File: config.mk
export PLATFORM = sky130hd
export DESIGN_NAME = pwm_cfg_seq_flat
export DESIGN_NICKNAME = d
export VERILOG_FILES = /design/src/rtl/pwm_pkg.sv /design/src/rtl/pwm_cfg_seq_if.sv /design/src/rtl/pwm_cfg_seq.sv /design/src/flat_wrapper.sv
export SDC_FILE = /design/constraint.sdc
export NUM_CORES = 1
export LEC_CHECK = 0
export BUFFER_PORTS_ARGS = -buffer_cell sky130_fd_sc_hd__buf_2
export CORE_ASPECT_RATIO = 1.4
export CORE_MARGIN = 2
export CORE_UTILIZATION = 55
export CTS_BUF_LIST = sky130_fd_sc_hd__clkbuf_8
export CTS_CLUSTER_DIAMETER = 30
export DETAILED_ROUTE_END_ITERATION = 10
export GPL_TIMING_DRIVEN = 0
export PLACE_DENSITY = 0.87
export SETUP_SLACK_MARGIN = 0.5
export SYNTH_ARGS = -nofsm -noshare
export SYNTH_HDL_FRONTEND = slang
export SYNTH_SLANG_ARGS = --single-unit
File: constraint.sdc
create_clock -name clk -period 4.8 [get_ports clk]
set_input_delay 0.72 -clock clk [delete_from_list [all_inputs] [get_ports clk]]
set_output_delay 0.72 -clock clk [all_outputs]
set_load 0.05 [all_outputs]
File: src/rtl/pwm_pkg.sv
// rtl/pwm_pkg.sv - shared PWM register map, sequencer state enum and profile type
//
// Purpose: single source of truth for PWM register-file addresses, the
// profile-load sequencer states and the number of load steps.
// Ports: none (package).

package pwm_pkg;

  // PWM register-file map
  localparam logic [5:0] ADDR_PERIOD_LO    = 6'h00;
  localparam logic [5:0] ADDR_PERIOD_HI    = 6'h01;
  localparam logic [5:0] ADDR_COUNTER_EN   = 6'h02;
  localparam logic [5:0] ADDR_COMPARE1_LO  = 6'h03;
  localparam logic [5:0] ADDR_COMPARE1_HI  = 6'h04;
  localparam logic [5:0] ADDR_COMPARE2_LO  = 6'h05;
  localparam logic [5:0] ADDR_COMPARE2_HI  = 6'h06;
  localparam logic [5:0] ADDR_COUNTER_RST  = 6'h07;
  localparam logic [5:0] ADDR_COUNTER_LO   = 6'h08;
  localparam logic [5:0] ADDR_COUNTER_HI   = 6'h09;
  localparam logic [5:0] ADDR_PRESCALE     = 6'h0A;
  localparam logic [5:0] ADDR_UPNOTDOWN    = 6'h0B;
  localparam logic [5:0] ADDR_PWM_EN       = 6'h0C;
  localparam logic [5:0] ADDR_FUNCTIONS    = 6'h0D;

  // Number of register writes in one profile load
  localparam int unsigned NUM_STEPS = 10;

  typedef enum logic [1:0] {
    IDLE      = 2'd0,
    WAIT_WRAP = 2'd1,
    WRITE     = 2'd2,
    DONE      = 2'd3
  } seq_state_e;

  typedef struct packed {
    logic [15:0] period;
    logic [15:0] compare1;
    logic [15:0] compare2;
    logic [7:0]  prescale;
    logic [7:0]  functions;
  } profile_t;

endpackage

File: src/rtl/pwm_cfg_seq_if.sv
// rtl/pwm_cfg_seq_if.sv - host access port and register-file bus of the PWM profile sequencer
//
// Purpose: bundles the host (instruction decoder) strobes and the shared
// register-file bus driven by the sequencer.
// Signals:
//   h_read, h_write, h_addr, h_wdata : host request
//   h_rdata                          : read data returned to host
//   read, write, addr, data_write    : register-file bus request
//   data_read                        : register-file read data
// Modports: slave = the sequencer, master = host + register file side.

interface pwm_cfg_seq_if;
  logic       h_read;
  logic       h_write;
  logic [5:0] h_addr;
  logic [7:0] h_wdata;
  logic [7:0] h_rdata;

  logic       read;
  logic       write;
  logic [5:0] addr;
  logic [7:0] data_write;
  logic [7:0] data_read;

  modport slave (
    input  h_read, h_write, h_addr, h_wdata, data_read,
    output h_rdata, read, write, addr, data_write
  );

  modport master (
    output h_read, h_write, h_addr, h_wdata, data_read,
    input  h_rdata, read, write, addr, data_write
  );
endinterface

File: src/rtl/pwm_cfg_seq.sv
// rtl/pwm_cfg_seq.sv - PWM profile-load sequencer sharing the register bus with a host
//
// Purpose: on start, latches a PWM profile and writes it into the PWM
// register file as 10 single-cycle writes, optionally waiting for the
// counter to wrap first. The host always has priority on the bus; a
// sequencer step that loses a cycle to the host is retried unchanged.
// Ports:
//   clk, rst_n          : clock, synchronous active-high reset
//   bus                 : host strobes + register-file bus (slave modport)
//   start, sync_wrap    : load request, wait-for-wrap select
//   p_period, p_compare1, p_compare2, p_prescale, p_functions : profile
//   count_val           : live PWM counter value
//   busy, done          : load in progress, one-cycle completion pulse
//   host_hits           : host-preempted cycles during the last load

module pwm_cfg_seq
  import pwm_pkg::*;
(
  input  logic          clk,
  input  logic          rst_n,
  pwm_cfg_seq_if.slave  bus,
  input  logic          start,
  input  logic          sync_wrap,
  input  logic [15:0]   p_period,
  input  logic [15:0]   p_compare1,
  input  logic [15:0]   p_compare2,
  input  logic [7:0]    p_prescale,
  input  logic [7:0]    p_functions,
  input  logic [15:0]   count_val,
  output logic          busy,
  output logic          done,
  output logic [7:0]    host_hits
);

  localparam logic [3:0] LAST_STEP = 4'(NUM_STEPS - 1);

  seq_state_e  state_q, state_d;
  logic [3:0]  step_q, step_d;
  profile_t    prof_q, prof_d;
  logic [7:0]  hits_q, hits_d;

  logic        host_act;
  logic        seq_wr;

  // Step index -> {addr, data}. PWM output is disabled first and re-enabled
  // last so the intermediate mixed old/new profile never drives the pin.
  function automatic logic [13:0] step_word(input logic [3:0] step, input profile_t p);
    logic [13:0] w;
    w = '0;
    case (step)
      4'd0:    w = {ADDR_PWM_EN,      8'h00};
      4'd1:    w = {ADDR_PERIOD_LO,   p.period[7:0]};
      4'd2:    w = {ADDR_PERIOD_HI,   p.period[15:8]};
      4'd3:    w = {ADDR_COMPARE1_LO, p.compare1[7:0]};
      4'd4:    w = {ADDR_COMPARE1_HI, p.compare1[15:8]};
      4'd5:    w = {ADDR_COMPARE2_LO, p.compare2[7:0]};
      4'd6:    w = {ADDR_COMPARE2_HI, p.compare2[15:8]};
      4'd7:    w = {ADDR_FUNCTIONS,   p.functions};
      4'd8:    w = {ADDR_PRESCALE,    p.prescale};
      4'd9:    w = {ADDR_PWM_EN,      8'h01};
      default: w = '0;
    endcase
    return w;
  endfunction

  assign host_act    = bus.h_read | bus.h_write;
  assign bus.h_rdata = bus.data_read;

  always_ff @(posedge clk) begin
    if (rst_n) begin
      state_q <= IDLE;
      step_q  <= '0;
      prof_q  <= '0;
      hits_q  <= '0;
    end else begin
      state_q <= state_d;
      step_q  <= step_d;
      prof_q  <= prof_d;
      hits_q  <= hits_d;
    end
  end

  always_comb begin
    state_d = state_q;
    step_d  = step_q;
    prof_d  = prof_q;
    hits_d  = hits_q;
    seq_wr  = 1'b0;
    case (state_q)
      IDLE: begin
        if (start) begin
          prof_d = '{period:    p_period,
                     compare1:  p_compare1,
                     compare2:  p_compare2,
                     prescale:  p_prescale,
                     functions: p_functions};
          hits_d  = '0;
          step_d  = '0;
          state_d = sync_wrap ? WAIT_WRAP : WRITE;
        end
      end
      WAIT_WRAP: begin
        if (count_val == 16'h0000) state_d = WRITE;
      end
      WRITE: begin
        if (host_act) begin
          // Host owns this cycle; hold the step and record the stall
          if (hits_q != 8'hFF) hits_d = hits_q + 8'd1;
        end else begin
          seq_wr = 1'b1;
          if (step_q == LAST_STEP) state_d = DONE;
          else                     step_d  = step_q + 4'd1;
        end
      end
      DONE:    state_d = IDLE;
      default: state_d = IDLE;
    endcase
  end

  // Bus mux: host first, then sequencer, otherwise all zero
  always_comb begin
    bus.read       = 1'b0;
    bus.write      = 1'b0;
    bus.addr       = '0;
    bus.data_write = '0;
    if (host_act) begin
      bus.read       = bus.h_read;
      bus.write      = bus.h_write;
      bus.addr       = bus.h_addr;
      bus.data_write = bus.h_wdata;
    end else if (seq_wr) begin
      bus.write                   = 1'b1;
      {bus.addr, bus.data_write}  = step_word(step_q, prof_q);
    end
  end

  assign busy      = (state_q != IDLE);
  assign done      = (state_q == DONE);
  assign host_hits = hits_q;

endmodule

File: src/flat_wrapper.sv
// flat-port wrapper written by rule: the top's interface ports become plain ports
module pwm_cfg_seq_flat import pwm_pkg::*;
  (clk, rst_n, start, sync_wrap, p_period, p_compare1, p_compare2, p_prescale, p_functions, count_val, busy, done, host_hits, bus_h_read, bus_h_write, bus_h_addr, bus_h_wdata, bus_data_read, bus_h_rdata, bus_read, bus_write, bus_addr, bus_data_write);
  pwm_cfg_seq_if bus_i ();
  input  logic clk;
  input  logic rst_n;
  input  logic start;
  input  logic sync_wrap;
  input  logic [15:0] p_period;
  input  logic [15:0] p_compare1;
  input  logic [15:0] p_compare2;
  input  logic [7:0] p_prescale;
  input  logic [7:0] p_functions;
  input  logic [15:0] count_val;
  output logic busy;
  output logic done;
  output logic [7:0] host_hits;
  input wire logic [$bits(bus_i.h_read)-1:0] bus_h_read;
  input wire logic [$bits(bus_i.h_write)-1:0] bus_h_write;
  input wire logic [$bits(bus_i.h_addr)-1:0] bus_h_addr;
  input wire logic [$bits(bus_i.h_wdata)-1:0] bus_h_wdata;
  input wire logic [$bits(bus_i.data_read)-1:0] bus_data_read;
  output wire logic [$bits(bus_i.h_rdata)-1:0] bus_h_rdata;
  output wire logic [$bits(bus_i.read)-1:0] bus_read;
  output wire logic [$bits(bus_i.write)-1:0] bus_write;
  output wire logic [$bits(bus_i.addr)-1:0] bus_addr;
  output wire logic [$bits(bus_i.data_write)-1:0] bus_data_write;
  assign bus_i.h_read = bus_h_read;
  assign bus_i.h_write = bus_h_write;
  assign bus_i.h_addr = bus_h_addr;
  assign bus_i.h_wdata = bus_h_wdata;
  assign bus_i.data_read = bus_data_read;
  assign bus_h_rdata = bus_i.h_rdata;
  assign bus_read = bus_i.read;
  assign bus_write = bus_i.write;
  assign bus_addr = bus_i.addr;
  assign bus_data_write = bus_i.data_write;
  pwm_cfg_seq u_core (.clk(clk), .rst_n(rst_n), .bus(bus_i), .start(start), .sync_wrap(sync_wrap), .p_period(p_period), .p_compare1(p_compare1), .p_compare2(p_compare2), .p_prescale(p_prescale), .p_functions(p_functions), .count_val(count_val), .busy(busy), .done(done), .host_hits(host_hits));
endmodule
* After elaboration in Yosys (flattened, before gate mapping)
Cells that the tools add are included.
** Word-level totals
- Flip-flop bits (word level) :: 78
- Input bits :: 108
** Operators by class
- Muxes and demuxes :: 24
- Add/subtract/negate cells :: 2
- Reductions and logical operators :: 9
- Eq/ne operators :: 20
- Bitwise operators :: 1
** Operator list (number)
- $pmux 12 s10 :: 1
- $mux 8 :: 5
- $eq 4x3->1 const B :: 4
- $logic_not 16->1 :: 1
- $pmux 8 s2 :: 1
- $mux 4 :: 3
- $mux 6 :: 2
- $reduce_and 4->1 :: 3
- $mux 2 :: 5
- $add 8x1->8 const B :: 1
- $eq 4x2->1 const B :: 2
- $eq 4x4->1 const B :: 2
- $ne 2x1->1 const B :: 4
- $ne 8x8->1 const B :: 1
- $pmux 2 s4 :: 1
- $pmux 4 s2 :: 1
- $ne 2x2->1 const B :: 3
- $mux 1 :: 5
- $add 4x1->4 const B :: 1
- $eq 2x2->1 const B :: 2
- $eq 4x1->1 const B :: 1
- $logic_not 4->1 :: 1
- $reduce_bool 2->1 :: 2
- $eq 2x1->1 const B :: 1
- 3 further kinds :: 3

* Longest topological paths before layout
Gate-level depths: netlist of run 1.
- Depth in word-level cells :: 5
- Gate-level depth with buffers :: 8

* Least setup slack after synthesis of run 1
OpenSTA, ideal clock, no wires.
- Path kind :: register to output
- Start :: reg u_core.step_q[0]
- End :: out bus_data_write[5]
- Arrival time :: 2.546 ns
- Required time :: 4.080 ns
- Slack :: 1.534 ns
- Buffers on the path :: 2
- Cell stages (with the launch flop) :: 9
- Cell sequence :: dfxtp_1 -> inv_1 -> ha_1 -> clkbuf_1 -> clkbuf_1 -> a21oi_1 -> a311oi_1 -> a21oi_1 -> o21ai_0
** On the way
- Longest elaborated chain between the ends :: 4
- Elaborated cells between the ends (all ways) :: 13
- Those cells by class :: eq/ne (9); mux (3); reduce/logical (1)
** RTL lines
- start, declared :: line pwm_cfg_seq.sv:38 : logic [3:0] step_q, step_d;
- start signal, assigned :: line pwm_cfg_seq.sv:77 : step_q <= step_d;
- $eq 4x4->1 (tied with other cells) :: line pwm_cfg_seq.sv:50 : case (step)
- $pmux 12 s10 (*) :: line pwm_cfg_seq.sv:50
- $mux 8 (*) :: line pwm_cfg_seq.sv:131 : end else if (seq_wr) begin
- $mux 8 (*) :: line pwm_cfg_seq.sv:126 : if (host_act) begin
- end, declared :: line flat_wrapper.sv:27 : output wire logic [$bits(bus_i.data_write)-1:0] bus_data_write;
Mark *: on every way between the ends. The rest lies on a longest branch, timed or not.

* Worst setup path in the final report of run 1
- Start :: reg u_core.step_q[0]
- End :: out bus_data_write[2]
Same word-level chain as after synthesis.

==> results of run 1 <==
-- logic make-up after synthesis --
group	Yosys count	synth area share, %
simple gates	220	24.7
compound gates	160	24.2
flops	78	39.8
buf+inv	59	6.51
fa+ha+maj	9	2.87
mux	6	1.66
xor+xnor	1	0.224
-- area by class of cell --
type,instances,area (um2)
Buffer,49,218
Clock buffer,10,138
Clock inverter,5,50.0
Fill cell,617,2050
Inverter,10,37.5
Multi-Input combinational cell,396,2100
Sequential cell,78,1560
Tap cell,95,119
Timing Repair Buffer,132,661
-- layout by cell type, fill, tap and decap left out, drive strengths merged, types with 5 or more instances in the layout --
| cell | synthesis | layout |
|---|---|---|
| a21oi | 94 | 94 |
| a22oi | 13 | 13 |
| a31oi | 5 | 5 |
| buf | 15 | 147 |
| clkbuf | 34 | 44 |
| dfxtp | 78 | 78 |
| ha | 9 | 9 |
| inv | 10 | 10 |
| mux2i | 5 | 5 |
| nand2 | 160 | 160 |
| nand2b | 5 | 5 |
| nand3 | 12 | 12 |
| nor2 | 10 | 10 |
| nor3 | 6 | 6 |
| o21ai | 21 | 21 |
| or4 | 5 | 5 |
-- per-layer routing --
metal / wire, um / up-vias / track usage, %
li1: - / 2118 / -
met1: 4310 / 2021 / 35.9
met2: 5710 / 216 / 52.0
met3: 986 / 39 / 5.72
met4: 441 / 0 / 12.9
met5: 0 / - / 0
-- metrics by stage --
step / total power, mW / util, % / setup slack, ps
CTS: 1.96 / 70.4 / 1370
floorplan: 1.29 / - / 1530
global placement: 1.47 / 67.7 / 1720
detailed placement: 1.49 / 67.7 / 1660
global route: 2.08 / 70.4 / 1130
finish: 1.96 / 70.4 / 1270
-- registers in the layout, summed over array words and instances, names as in the netlist --
name	flops
u_core.prof_q	64
u_core.host_hits	8
u_core.state_q	2
u_core.step_q	4
-- power groups by stage --
stage	clock (mW)	sequential, mW	combinational, mW
after global placement	0	0.816	0.649
after CTS	0.484	0.806	0.671
final	0.481	0.809	0.675
after detailed placement	0	0.820	0.667
after floorplan	0	0.809	0.485
after global routing	0.508	0.819	0.749
-- path summary, 6_finish.rpt --
kind / from / end / cells past startpoint
worst max-delay path: u_core.step_q[0] / bus_data_write[2] / 9
worst min-delay path: u_core.prof_q[11] / u_core.prof_q[11] / 2
worst max register to register: u_core.state_q[0] / u_core.prof_q[10] / 8
worst min register to register: u_core.prof_q[11] / u_core.prof_q[11] / 2
-- critical path: stages, from the launching register on --
cell and delay, ps:
dfxtp_1 360, inv_1 110, ha_1 150, clkbuf_1 360, clkbuf_1 510, a22oi_1 150, a21oi_1 190, a21oi_1 50
o21ai_0 250, buf_2 320
==> results.json, run 1 <==
{
  "power.net_switching_mw": 0.749,
  "rsz0062_at_grt": "no",
  "p_leak_nw": 2.00,
  "yosys.area.top_type": "dfxtp_1",
  "power_frac_clock_pct": 24.5,
  "drv_slew": 0,
  "clockBufferDepth": 2,
  "min_period_ps": 3530,
  "clk_latency_ps": 350,
  "ir_worst_vdd_mv": 0.259,
  "vias": 4394,
  "max_freq_ghz": 0.283,
  "sw_frac_of_total_pct": 38.1,
  "end_kind": "output pin",
  "reg2reg_setup_slack_ps": 2630,
  "antenna_found_initial": 0,
  "wire_per_inst_um": 14.8,
  "status": "completed",
  "yosysWarnings": 0,
  "post_layout_nonfiller_instances": 775,
  "cp_max_fo": 10,
  "critPathKind": "reg2out",
  "p_int_mw": 1.22,
  "cts_buffers": 9,
  "min-delay-path-class": "reg2reg",
  "synth_top_cells_by_area": "dfxtp_1 40%, nand2_1 15%, a21oi_1 12%, clkbuf_1 3.3%, ha_1 2.9%",
  "dieArea_um2": 7830,
  "clockRootBuffer": "clkbuf_8",
  "fin_setup_tns_ps": 0,
  "startpoint_type": "register",
  "antenna_cells": 0,
  "ys_seq_area_share_pct": 39.8,
  "finClkSkew_ps": 7.01,
  "syn_avg_cell_area_um2": 7.35,
  "start_util_pct": 56.5,
  "placed_area_um2": 4700,
  "core-area_um2": 6940,
  "ys_ff_latch": 78,
  "gp_congestion": 0.912,
  "p_per_area_nw_per_um2": 402,
  "grt_first_pass_wirelength_um": 18600,
  "drc": 0,
  "yosysMostFrequentCell": "nand2_1",
  "grt_use_total_pct": 30.4,
  "cts-resized-gates": 0,
  "slew_headroom_pct": 51.8,
  "period_share_pct": 73.5,
  "syn_nets": 650,
  "grt_max_degree": 13,
  "synth_commonest_cells": "160 x nand2_1, 94 x a21oi_1, 78 x dfxtp_1, 34 x clkbuf_1, 21 x o21ai_0",
  "area_growth_pct": 24.7,
  "cts_max_level": 3,
  "hold_buffers": 0,
  "whs_ps": 460,
  "p_comb_share_pct": 34.3,
  "ys.flop_type": "dfxtp_1",
  "design_area_um2": 4890,
  "finalHoldViolCount": 0,
  "synth_edf_count": 0,
  "cts_tree": "built",
  "tightestPinTransition_ps": 722,
  "cts.clk_slew.worst_paths_ps": 80,
  "post_cts_buffers": 0,
  "synth.distinct_cells": 48,
  "drive_gt1_share_pct": 24.4,
  "netlist_area_um2": 3920,
  "maxCapViolations": 0,
  "portBuffers": 132,
  "synth_top_area_share_pct": 39.8,
  "hpwl_um": 8650,
  "worst_ep_arrival_time_ps": 2810,
  "num_rows": 36,
  "placed_cells": 760,
  "antenna_left": 0,
  "grt_pass1_vias": 4162,
  "firstDrtPassIters": 5,
  "wl_um": 11400,
  "finalSetupViolations": 0,
  "cp.required_ps": 4080,
  "vias_per_cell": 5.67,
  "p_seq_share_pct": 41.2,
  "async_reset_ff_share_pct": 0,
  "die_w_um": 75.3,
  "fp.dieH_um": 104,
  "cts.sinks": 78,
  "overflow": 0,
  "syn_inst": 533,
  "ios": 142,
  "first_iter_violations": 365,
  "nets": 793
}
(Power assumes the default switching activity.)
==> run 2: changes to the inputs <==
Settings changed: CORE_UTILIZATION 55 to 46, PLACE_DENSITY 0.87 to 0.78.
Clock period 4.8 ns to 3.2 ns, I/O delays scaled along.
==> run 2 against run 1 <==
Routed wire length is 3.3% higher; sequential share of layout area is 0.98 points lower; register-to-register slack got worse by 1600 ps; die area up 19%; hold slack worse by 100 ps; via count is 1.1% lower; utilization down 8.7 points; sequential power grew 51%; critical path type unchanged; largest cell class unchanged; highest routed layer unchanged.
==> results.json, run 2 (synthesis results as in run 1) <==
{
  "critPathKind": "reg2out",
  "antenna_found_initial": 0,
  "rsz0062_at_grt": "yes",
  "hold_buffers": 0,
  "grt_max_degree": 13,
  "multi_input_area_um2": 2160,
  "ir_worst_vdd_mv": 0.369,
  "tightestPinTransition_ps": 692,
  "status": "completed",
  "vias": 4347,
  "antenna_left": 0,
  "clk_latency_ps": 350,
  "core-area_um2": 8200,
  "fill_cells": 779,
  "placed_area_um2": 4710,
  "min-delay-path-class": "in2reg",
  "drc": 0,
  "drv_slew": 0,
  "hpwl_um": 8990,
  "p_per_area_nw_per_um2": 578,
  "die_w_um": 82.0,
  "vias_per_cell": 5.54,
  "maxCapViolations": 0,
  "finalHoldViolCount": 0,
  "antenna_cells": 0,
  "cts_tree": "built",
  "grt_first_pass_wirelength_um": 18300,
  "max_freq_ghz": 0.375,
  "startpoint_type": "register",
  "design_area_um2": 5060,
  "portBuffers": 132,
  "wl_um": 11800,
  "cts.clk_slew.worst_paths_ps": 80,
  "firstDrtPassIters": 6,
  "worst_ep_arrival_time_ps": 2180,
  "finClkSkew_ps": 10.1,
  "num_rows": 39,
  "layout_commonest_cell": "nand2_1",
  "finalSetupViolations": 0,
  "cts_max_level": 3,
  "top_register": "u_core.prof_q",
  "overflow": 0,
  "cts_buffers": 9,
  "min_period_ps": 2660,
  "cp.required_ps": 2720,
  "gp_congestion": 0.976,
  "final_cell_mix": "160 x nand2_1, 126 x buf_2, 92 x a21oi_1, 76 x dfxtp_1, 22 x clkbuf_1",
  "period_share_pct": 83.2,
  "regArea_um2": 1570,
  "cp_max_fo": 9,
  "clockRootBuffer": "clkbuf_8",
  "fin_setup_tns_ps": 0,
  "p_leak_nw": 2.08,
  "drive_gt1_share_pct": 28.4,
  "fp.dieH_um": 113,
  "nets": 796,
  "largest_reg_flops": 64,
  "grt_use_total_pct": 25.6,
  "slew_headroom_pct": 53.9,
  "cts.sinks": 78,
  "ios": 142,
  "area_growth_pct": 29.2,
  "wire_per_inst_um": 15.1,
  "clockBufferDepth": 2,
  "dieArea_um2": 9280,
  "end_kind": "output pin",
  "first_iter_violations": 397,
  "start_util_pct": 47.8,
  "grt_pass1_vias": 4071
}
==> run 2: cell count changes in the layout (fill, tap and decap cells not counted), moves of 3 or more <==
cell,delta
clkbuf_1,-12
buf_6,+9
clkinv_2,-3
o21ai_0,-8
clkbuf_2,+3
o21ai_1,+6
buf_4,+7
ha_1,-3
buf_2,-6
==> run 2: final timing paths <==
path	from	endpoint	slack [ps]	depth (start not counted)
worst max-delay path	u_core.step_q[1]	bus_data_write[3]	540	8
worst min-delay path	p_period[11]	u_core.prof_q[59]	360	3
worst max register to register	u_core.state_q[0]	u_core.prof_q[23]	1040	8
worst min register to register	u_core.prof_q[26]	u_core.prof_q[26]	460	2
==> run 2: metrics by stage <==
step                      util (%)  hold slack (ps)  cells  setup slack, ps  power (mW)
after floorplan                  -              434    533              288        1.94
after global placement        57.4              444    767              467        2.21
after detailed placement      57.4              447    767              457        2.24
after CTS                     60.5              347    783              497        2.91
after global routing          61.8              361    785              475        3.10
final                         61.8              357    785              536        2.93
==> run 2: final cells by class <==
class	instances	share of cell area, %
tap	102	2.52
multi-input combinational	396	42.6
clock buffer	11	2.99
clock inverter	4	0.469
buffer	49	5.46
sequential	78	31.0
inverter	10	0.741
timing repair buffer	135	14.3
==> run 2: critical path: stages (launching register included) <==
cell,delay [ps]
dfxtp_4,380
inv_2,60
ha_4,150
buf_8,130
a222oi_1,500
a21oi_1,160
a21oi_2,220
o21ai_2,90
buf_6,150
==> run 2: timing repair <==
item / CTS / global route
cloned: 0 / 0
endpoints found under the hold margin: 0 / 0
setup endpoints to repair: 12 / 12
buffers inserted: 1 / 2
gates resized for setup: 30 / 39
pin swaps: 5 / 9
==> run 2: routing by layer <==
layer / track usage [%] / up-vias / wire [um]
met3: 4.15 / 43 / 932
met4: 10.4 / 0 / 499
met2: 45.0 / 222 / 5940
met5: 0 / - / 0
met1: 30.2 / 1952 / 4450
li1: - / 2130 / -
==> run 2: power by group <==
part / switching, mW / leakage, nW / internal, mW
clock network: 0.354 / 0.0886 / 0.316
registers: 0.0987 / 0.640 / 1.12
logic: 0.682 / 1.35 / 0.359
==> run 3: changes to the inputs <==
Settings changed: ABC_AREA from default to 1, CORE_UTILIZATION 46 to 52, PLACE_DENSITY 0.78 to 0.83.
Clock period 3.2 ns to 2.5 ns, I/O delays scaled along.
==> run 3 against run 2 <==
Hold slack lost 130 ps; die area decreased by 8.8%; combinational power grew 57%; non-clock buffer count shrank 11; setup slack worse by 280 ps; register-to-register slack got worse by 430 ps; flip-flop and latch count unchanged; clock-buffer cell count rose by 1; largest cell class unchanged; largest power group unchanged.
==> results.json, run 3 <==
{
  "cts_buffers": 9,
  "tightestPinTransition_ps": 565,
  "overflow": 0,
  "layout_commonest_cell": "nor2_1",
  "ys.flop_type": "dfxtp_1",
  "antenna_found_initial": 0,
  "grt_first_pass_wirelength_um": 18700,
  "num_rows": 38,
  "clockBufferDepth": 2,
  "vias_per_cell": 5.12,
  "synthSimpleGateAreaFrac_pct": 37.1,
  "end_kind": "output pin",
  "yosysWarnings": 0,
  "wire_per_inst_um": 13.7,
  "max_freq_ghz": 0.445,
  "synth_top_cells_by_area": "dfxtp_1 39%, nand2_1 15%, nor2_1 15%, o21ai_0 8.8%, inv_1 3.3%",
  "die_w_um": 78.3,
  "finClkSkew_ps": 6.32,
  "yosys.area.top_type": "dfxtp_1",
  "grt_max_degree": 12,
  "hpwl_um": 8820,
  "syn_inst": 624,
  "firstDrtPassIters": 4,
  "synth_top_area_share_pct": 38.8,
  "muxShareOfSynthArea_pct": 0,
  "rsz0062_at_grt": "yes",
  "reg2reg_setup_slack_ps": 610,
  "ys_ff_latch": 78,
  "path_delay_family": "simple AND/OR/NAND/NOR gates",
  "slowest_delay_ps": 390,
  "wl_um": 12000,
  "syn_nets": 741,
  "min-delay-path-class": "in2reg",
  "drv_slew": 0,
  "clk_latency_ps": 380,
  "synth-compound-area-share_pct": 12.3,
  "path_common_cell": "nand2_1",
  "syn_avg_cell_area_um2": 6.45,
  "ios": 142,
  "clockRootBuffer": "clkbuf_8",
  "core-area_um2": 7610,
  "fp.dieH_um": 108,
  "ir_worst_vdd_mv": 0.513,
  "maxCapViolations": 0,
  "synth_commonest_cells": "162 x nand2_1, 161 x nor2_1, 78 x dfxtp_1, 71 x o21ai_0, 35 x inv_1",
  "synth_edf_count": 0,
  "antenna_cells": 0,
  "area_growth_pct": 34.9,
  "grt_pass1_vias": 4154,
  "gp_congestion": 0.920,
  "top_register": "u_core.prof_q",
  "min_period_ps": 2240,
  "netlist_area_um2": 4020,
  "ys_seq_area_share_pct": 38.8,
  "async_reset_ff_share_pct": 0,
  "yosysMostFrequentCell": "nand2_1",
  "hold_buffers": 0,
  "synth_top_family_by_area": "simple AND/OR/NAND/NOR gates",
  "synthAdderAreaFrac_pct": 2.80,
  "critPathKind": "reg2out",
  "startpoint_type": "register",
  "grt_use_total_pct": 28.6,
  "cp_cell_sequence": "inv_4, ha_4, inv_2, nor2_4, nand2_1, o21ai_1, nor2_1, nand2_1, nand2_1, nand2_1, buf_6",
  "finalSetupViolations": 0,
  "portBuffers": 132,
  "yosys.area_share.xor_xnor_pct": 0.435,
  "drive_gt1_share_pct": 30.2,
  "finalHoldViolCount": 0,
  "p_per_area_nw_per_um2": 794,
  "cts.clk_slew.worst_paths_ps": 80,
  "power_mw": 4.31,
  "nets": 896,
  "dieArea_um2": 8470,
  "cp_max_fo": 8,
  "final_cell_mix": "158 x nor2_1, 154 x nand2_1, 124 x buf_2, 74 x dfxtp_1, 66 x o21ai_0",
  "largest_reg_flops": 64,
  "first_iter_violations": 230,
  "drc": 0,
  "cp_slowest_cell": "dfxtp_4",
  "cp.required_ps": 2120,
  "cts.sinks": 78,
  "status": "completed",
  "fin_setup_tns_ps": 0,
  "worst-path-buf-inv": 3,
  "period_share_pct": 89.8,
  "vias": 4507,
  "start_util_pct": 52.9,
  "antenna_left": 0,
  "p_leak_nw": 2.62,
  "cts_tree": "built",
  "cts_max_level": 3,
  "slew_headroom_pct": 62.3,
  "synth.distinct_cells": 32,
  "worst_ep_arrival_time_ps": 1870
}
==> run 3: worst min-delay path, stage by stage <==
cell and delay, ps:
buf_2 80, o21ai_1 50, nor2_1 70
==> run 3: final cells by class <==
| cell class | instances | area, um2 |
|---|---|---|
| Clock buffer | 12 | 165 |
| Fill cell | 655 | 2180 |
| Timing Repair Buffer | 141 | 807 |
| Sequential cell | 78 | 1570 |
| Tap cell | 100 | 125 |
| Clock inverter | 1 | 30.0 |
| Buffer | 32 | 185 |
| Multi-Input combinational cell | 476 | 2360 |
| Inverter | 41 | 183 |
==> run 3: kinds of logic after synthesis <==
kind of cell               count (synthesis)
and+or+nand+nor                          365
buffers and inverters                     73
xor gates and xnor gates                   2
AOI/OAI and AO/OA                         97
adders and majority gates                  9
DFF                                       78
==> run 3: final timing paths <==
check / to / cells past startpoint / start
setup reg to reg: u_core.prof_q[3] / 6 / u_core.state_q[1]
hold reg to reg: u_core.prof_q[8] / 2 / u_core.prof_q[8]
setup / recovery: bus_data_write[3] / 11 / u_core.step_q[0]
hold / removal: u_core.prof_q[43] / 3 / p_compare1[11]
==> run 3: power breakdown <==
group	leakage (nW)	internal (mW)	switching (mW)
combinational	1.87	0.547	1.08
sequential	0.646	1.53	0.168
clock	0.100	0.527	0.462
==> run 3: repair_timing <==
item	in CTS	in global routing
setup endpoints to repair	13	13
setup buffers	3	6
pin swaps	17	10
cloned	3	0
resized for setup	82	12
==> run 3: layer usage <==
metal / global-route usage [%] / part of all wire, % / up-vias
li1: - / - / 2264
met1: 28.3 / 38 / 2043
met2: 55.7 / 53 / 165
met3: 5.93 / 5.7 / 35
met4: 13.7 / 3.3 / 0
met5: 0 / 0 / -
==> run 3: stage by stage <==
stage	instances	hold slack, ps	setup slack [ps]	util (%)	cell area [um2]
2_1_floorplan	624	424	618	-	4040
3_5_place_dp	856	444	196	63.4	4820
4_1_cts	875	242	286	70.1	5340
3_3_place_gp	856	441	200	63.4	4820
5_1_grt	881	248	163	71.4	5430
6_report	881	231	255	71.4	5430
